===== config.mk =====
export PLATFORM = sky130hd
export DESIGN_NAME = seq_divider
export DESIGN_NICKNAME = d
export VERILOG_FILES = /design/src/rtl/seq_divider_pkg.sv /design/src/rtl/div_step.sv /design/src/rtl/seq_divider.sv
export SDC_FILE = /design/constraint.sdc
export NUM_CORES = 1
export LEC_CHECK = 0
export CAP_MARGIN = 10
export CORE_ASPECT_RATIO = 0.5
export CORE_MARGIN = 4
export CORE_UTILIZATION = 46
export CTS_CLUSTER_SIZE = 40
export DETAILED_ROUTE_END_ITERATION = 8
export PLACE_DENSITY = 0.76
export RECOVER_POWER = 25
export SYNTH_ARGS = -nofsm -noshare
export SYNTH_HDL_FRONTEND = slang
export SYNTH_SLANG_ARGS = --single-unit

===== constraint.sdc =====
create_clock -name clk -period 1.75 [get_ports clk]
set_input_delay 0.2625 -clock clk [delete_from_list [all_inputs] [get_ports clk]]
set_output_delay 0.2625 -clock clk [all_outputs]
set_load 0.005 [all_outputs]

===== src/rtl/seq_divider_pkg.sv =====
// seq_divider_pkg: shared state encoding and constants for the sequential divider
package seq_divider_pkg;
  localparam int W_DEF = 5;
  localparam logic [2*W_DEF-1:0] DIVZ_Q = {(2*W_DEF){1'b1}};
  typedef enum logic [1:0] {IDLE, RUN, DONE} state_t;
endpackage


===== src/rtl/div_step.sv =====
// div_step: one restoring-division step, shifting in one dividend bit
module div_step #(
  parameter int W = 5
) (
  input  logic [W-1:0] rem,
  input  logic         next_bit,
  input  logic [W-1:0] divisor,
  output logic [W-1:0] rem_next,
  output logic         q_bit
);
  logic [W:0] shifted, trial;
  assign shifted  = {rem, next_bit};
  assign trial    = shifted - {1'b0, divisor};
  assign q_bit    = ~trial[W];
  assign rem_next = q_bit ? trial[W-1:0] : shifted[W-1:0];
endmodule


===== src/rtl/seq_divider.sv =====
// seq_divider: iterative restoring divider, 2W/W -> 2W quotient and W remainder, valid/ready on both sides
module seq_divider
  import seq_divider_pkg::*;
#(
  parameter int W = W_DEF
) (
  input  logic           clk,
  input  logic           rst,
  input  logic           in_valid,
  output logic           in_ready,
  input  logic [2*W-1:0] dividend,
  input  logic [W-1:0]   divisor,
  output logic           out_valid,
  input  logic           out_ready,
  output logic [2*W-1:0] quotient,
  output logic [W-1:0]   remainder,
  output logic           div_by_zero
);
  localparam int CNT_W = $clog2(2*W+1);
  state_t state, state_next;
  logic [CNT_W-1:0] cnt;
  logic [2*W-1:0] q;
  logic [W-1:0] rem, rem_step, dvs;
  logic q_bit, dbz, zero_div;
  assign zero_div    = divisor == '0;
  assign in_ready    = state == IDLE;
  assign quotient    = q;
  assign remainder   = rem;
  assign div_by_zero = dbz;
  div_step #(.W(W)) u_step (
    .rem(rem),
    .next_bit(q[2*W-1]),
    .divisor(dvs),
    .rem_next(rem_step),
    .q_bit(q_bit)
  );
  always_comb begin
    state_next = state;
    case (state)
      IDLE:    if (in_valid) state_next = zero_div ? DONE : RUN;
      RUN:     if (cnt == CNT_W'(1)) state_next = DONE;
      DONE:    if (out_valid && out_ready) state_next = IDLE;
      default: state_next = IDLE;
    endcase
  end
  // out_valid trails DONE entry by one edge so it is a clean register, never a decode
  always_ff @(posedge clk or posedge rst) begin
    if (rst) begin
      state     <= IDLE;
      cnt       <= '0;
      q         <= '0;
      rem       <= '0;
      dvs       <= '0;
      dbz       <= 1'b0;
      out_valid <= 1'b0;
    end else begin
      state     <= state_next;
      out_valid <= state == DONE && !(out_valid && out_ready);
      if (state == IDLE && in_valid) begin
        dvs <= divisor;
        dbz <= zero_div;
        q   <= zero_div ? DIVZ_Q[2*W-1:0] : dividend;
        rem <= zero_div ? dividend[W-1:0] : '0;
        cnt <= zero_div ? '0 : CNT_W'(2*W);
      end else if (state == RUN) begin
        rem <= rem_step;
        q   <= {q[2*W-2:0], q_bit};
        cnt <= cnt - 1'b1;
      end
    end
  end
endmodule


After elaboration in Yosys (flattened, before gate mapping)
Cells that the tools add are included.

Flip-flop bits (word level): 28. Bits in latches: 0. Bits in writable memories: 0. Bits in read-only memories: 0. Input bits: 19. Output and inout bits: 18. Logic and storage cells: 39. Memories kept: 0.

Add/sub/neg operators: 2. Multipliers: 0. Divide/modulo/power cells: 0. Order comparisons: 0. Eq/ne operators: 6. Shift-type cells: 0. Multiplexer cells: 15. Bitwise logic cells: 1. Reduce and logical (&&, ||, !) cells: 8.

Operators by type and width (number): $mux 10 (3); $mux 5 (4); $mux 4 (3); $mux 2 (4); $pmux 2 s3 (1); $sub 6x5->6 (1); $logic_not 5->1 (1); $eq 4x1->1 const B (1); $ne 2x2->1 const B (2); $sub 4x1->4 const B (1); $logic_and 1x1->1 (3); $reduce_and 3->1 (1); $eq 2x1->1 const B (1); $eq 2x2->1 const B (1); $logic_not 2->1 (1); $ne 2x1->1 const B (1); $reduce_bool 2->1 (1); $logic_not 1->1 (1); $not 1->1 (1).

Depth between registers and ports, before layout
Depth in word-level cells: 4. Mapped depth: 9. Mapped depth without buffers: 9.

Cells and area by module
Synthesis repeated with hierarchy kept, for this count alone.

Cells, all modules: 173. Area, all modules: 1744.2 µm².

By module, submodules not included: seq_divider (times used 1, cells each 131, area each 1380.1 µm², seq. area each 700.7 µm²); div_step (times used 1, cells each 42, area each 364.1 µm², seq. area each 0.0 µm²).

Least setup slack after synthesis
No wires, ideal clock.

Path kind: register to register. Start: reg rem[3] (netlist: remainder[3]). End: reg rem[1] (netlist: remainder[1]). Library setup time: 0.082 ns. Arrival: 1.680 ns. Required time: 1.668 ns. Slack: -0.012 ns. Cell stages (with the launch flop): 8. Buffers on the path: 1. Clock period less this slack: 1.762 ns. Cell sequence: dfrtp_1 ha_1 buf_2 a21oi_2 nand2_1 nor3_1 o21ai_0 a31oi_1.

Longest elaborated chain between the ends: 4.

Ends and longest elaborated chain: from (decl) (line seq_divider.sv:23) `logic [W-1:0] rem, rem_step, dvs;`; from (signal assigned) (line seq_divider.sv:63) `rem <= zero_div ? dividend[W-1:0] : '0;`; from (signal assigned) (line seq_divider.sv:66) `rem <= rem_step;`; $sub 6x5->6 (line div_step.sv:13) `assign trial = shifted - {1'b0, divisor};`; $mux 5 (line div_step.sv:15) `assign rem_next = q_bit ? trial[W-1:0] : shifted[W-1:0];`; $mux 5 (line seq_divider.sv:65) `end else if (state == RUN) begin`; $mux 5 (line seq_divider.sv:59) `if (state == IDLE && in_valid) begin`.

No other way between the ends. The select of a mux whose other input is x is not followed. A chain may end at the register's enable or synchronous reset.

Final worst setup path
Start: reg q[9] (netlist: quotient[9]). End: reg rem[4] (netlist: remainder[4]).

Longest elaborated chain between the ends: 4.

Ends and longest elaborated chain: from (decl) (line seq_divider.sv:22) `logic [2*W-1:0] q;`; from (signal assigned) (line seq_divider.sv:62) `q <= zero_div ? DIVZ_Q[2*W-1:0] : dividend;`; from (signal assigned) (line seq_divider.sv:67) `q <= {q[2*W-2:0], q_bit};`; $sub 6x5->6 (line div_step.sv:13); $mux 5 (line div_step.sv:15); $mux 5 (line seq_divider.sv:65); $mux 5 (line seq_divider.sv:59).

No other way between the ends. The select of a mux whose other input is x is not followed.

==> run_results.csv <==
group,metric,value,unit
placed_design,gp_congestion,0.797,
global_routing,grtUsageTotal,20.2,%
logic_synthesis,synthesis.area,0.00172,mm2
setup_path,worstPathArrival,2010,ps
floorplanning,dieArea,0.00484,mm2
timing,finalWorstSetupSlack,-63.8,ps
timing,period_needed,1810,ps
setup_path,worstPathMaxFanout,2,
layout,final_cell_mix,"35 x clkdlybuf4s50_1, 33 x buf_4, 28 x dfrtp_1",
route,wl_per_cell,15.8,um
route,ant_nets,0,
layout,multi_input_area,0.00106,mm2
logic_synthesis,synth-seq-cells,28,
power,peakVddDrop,0.957,mV
global_routing,grt_busiest_layer,"met2",
setup_path,criticalPathCategory,"reg2reg",
route,drc,0,
logic_synthesis,yosys_warnings,0,
worst_hold_path,hp-class,"reg2reg",
clocking,path_clk_slew,100,ps
timing,relSlewSlack,52.8,%
route,firstDrtPassIters,5,
logic_synthesis,ys_dominant_reg_cell,"dfrtp_1",
placed_design,post_dp_cell_area,0.00233,mm2
layout,seq_area,701,um2
logic_synthesis,synth_edf_count,0,
layout,drive_gt1_share,27.3,%
global_routing,use_met1,27.9,%
run_status,violations,"negative setup slack",
timing,period_share,104,%
floorplanning,row_count,15,
floorplanning,die_w,94.5,um
clocking,clkLatencyLatePin,280,ps
setup_path,start_kind,"register",
logic_synthesis,synth_top_area_share,40.8,%
layout,instances_no_fill,311,
logic_synthesis,avgSynthCellArea,8.82,um2
layout,antenna_cells,0,
power,leakage,1.07,nW
placed_design,portBuffers,36,
placed_design,place_inst,304,
timing,setup_viol,5,
layout,nNetsFinal,288,
run_status,status,"complete, but fails checks",
worst_hold_path,whs_path_depth,1,
layout,final_common_cell,"clkdlybuf4s50_1",
logic_synthesis,synthCells,195,
timing,finalMaxSlewViolations,0,
placed_design,hpwl,3.53,mm
timing,rsz0062_at_grt,"yes",
timing,fmax,551,MHz
setup_path,cp.required,1950,ps
layout,fin_area,0.00255,mm2
timing,finalHoldViolations,0,
global_routing,overflow,0,
logic_synthesis,yosysUniqueCellTypes,52,
global_routing,grt_max_degree,29,
route,vias,1700,
route,drtIter0Drc,70,
layout,synthToLayoutAreaGrowth,48.3,%
logic_synthesis,async_flop_share,100,%
timing,tightest_slew,707,ps
clocking,root_buffer,"clkbuf_8",
power,p_per_area,2310,mW/mm2
global_routing,use_met2,34.2,%
clocking,htreeDepth,1,
global_routing,grt_pass1_vias,1658,
floorplanning,pin_count,37,
run,maxCapViolCount,0,
clocking,numClockSinks,28,
clocking,cts-buffers-inserted,3,
global_routing,grt_util_met3,3.24,%
logic_synthesis,seq_area_frac_synth,40.8,%
floorplanning,die_h,51.2,um
clocking,hold_buffers,0,
global_routing,grt_pass1_wl,7.63,mm
route,via_per_inst,5.47,
setup_path,worstRegToRegCells,9,
global_routing,antenna_found_initial,0,
layout,fill_cells,252,
timing,fin_skew,4.40,ps
logic_synthesis,synth_area_leaders,"dfrtp_1 41%, nand2_1 5.5%, ha_1 5.1%",
clocking,cts_tree,"done",
floorplanning,core-area,0.00351,mm2
floorplanning,initial_utilization,49.0,%
route,wl,4.92,mm
setup_path,end_kind,"register",
logic_synthesis,synth_nets,222,
logic_synthesis,synth.largest_area_cell,"dfrtp_1",
clocking,clockBufferDepth,2,
==> state kept, by name (all words and copies together), names as in the netlist <==
| signal | count |
|---|---|
| cnt | 4 |
| dvs | 5 |
| quotient | 10 |
| remainder | 5 |
| state | 2 |
| div_by_zero | 1 |
| out_valid | 1 |
==> synthesized netlist by cell type, types with 2 or more instances <==
master    count
o211ai_1      2
o21bai_1      2
o31ai_1       4
a21o_1        2
nor4_1        2
mux2i_1       3
o22ai_1       6
a21oi_1      10
xnor2_1       2
clkbuf_1      2
inv_1        11
o21ai_0      11
nor3_1        6
nand3_1       2
nor2_1       15
nor2_2        2
ha_1          7
dfrtp_1      28
nand2_1      25
buf_1         2
and3_1        2
a31oi_1       4
a211oi_1      2
nor3b_1       3
buf_2         3
o21ai_1      11
==> logic make-up after synthesis <==
logic type	after synthesis	share of synthesized area, %
xor gates and xnor gates	3	1.53
and+or+nand+nor	70	21.5
DFF	28	40.8
AOI/OAI and AO/OA	63	22.9
adders and majority gates	8	6.26
muxes	3	1.75
buffers and inverters	20	5.24
==> cell type report <==
cell class	count	share of cell area (%)
timing repair buffer	70	24.1
tap	51	2.50
multi-input combinational	147	41.5
sequential	28	27.5
clock inverter	1	1.18
inverter	11	1.62
clock buffer	3	1.62
==> report_power, final <==
group,switching [mW],leakage [nW],internal [mW]
clock,0.208,0.0357,0.306
combinational,2.01,0.699,2.09
sequential,0.296,0.337,0.982
==> critical path, stage by stage (launching register included) <==
cell and delay, ps:
dfrtp_1 400, inv_2 80, ha_4 140, inv_2 40
fa_2 340, a21o_1 200, a21oi_2 160, xnor2_1 140
o211ai_1 130, o211ai_1 100
==> final timing paths <==
path                       slack [ps]         from      endpoint
min in group asynchronous         600          rst   quotient[5]
hold / removal                    490  div_by_zero   div_by_zero
setup reg to reg                  -60  quotient[9]  remainder[4]
setup / recovery                  -60  quotient[9]  remainder[4]
max in group asynchronous         690          rst  remainder[0]
hold reg to reg                   490  div_by_zero   div_by_zero
==> repair_timing <==
action / 4_1_cts / 5_1_grt
gates resized for setup: 11 / 19
pin swaps: 6 / 17
setup endpoints to repair: 5 / 7
setup buffers: 1 / 2
==> per-stage QoR <==
stage	total power [mW]	setup TNS [ps]	util, %	setup WS (ps)	hold WS [ps]
after floorplan	3.32	0	-	7.32	328
after global placement	4.54	-1420	66.5	-140	458
after detailed placement	4.68	-1970	66.5	-184	466
after CTS	5.39	-90.1	69.9	-54.0	345
after global routing	6.31	-572	72.6	-134	544
final	5.90	-197	72.6	-63.8	486
==> routing by layer <==
layer / vias up / part of all wire (%)
met5: - / 0
met4: 0 / 0.77
met3: 4 / 4.1
met2: 40 / 50
met1: 826 / 45
li1: 830 / -
Power figures use the tool's default switching activity.
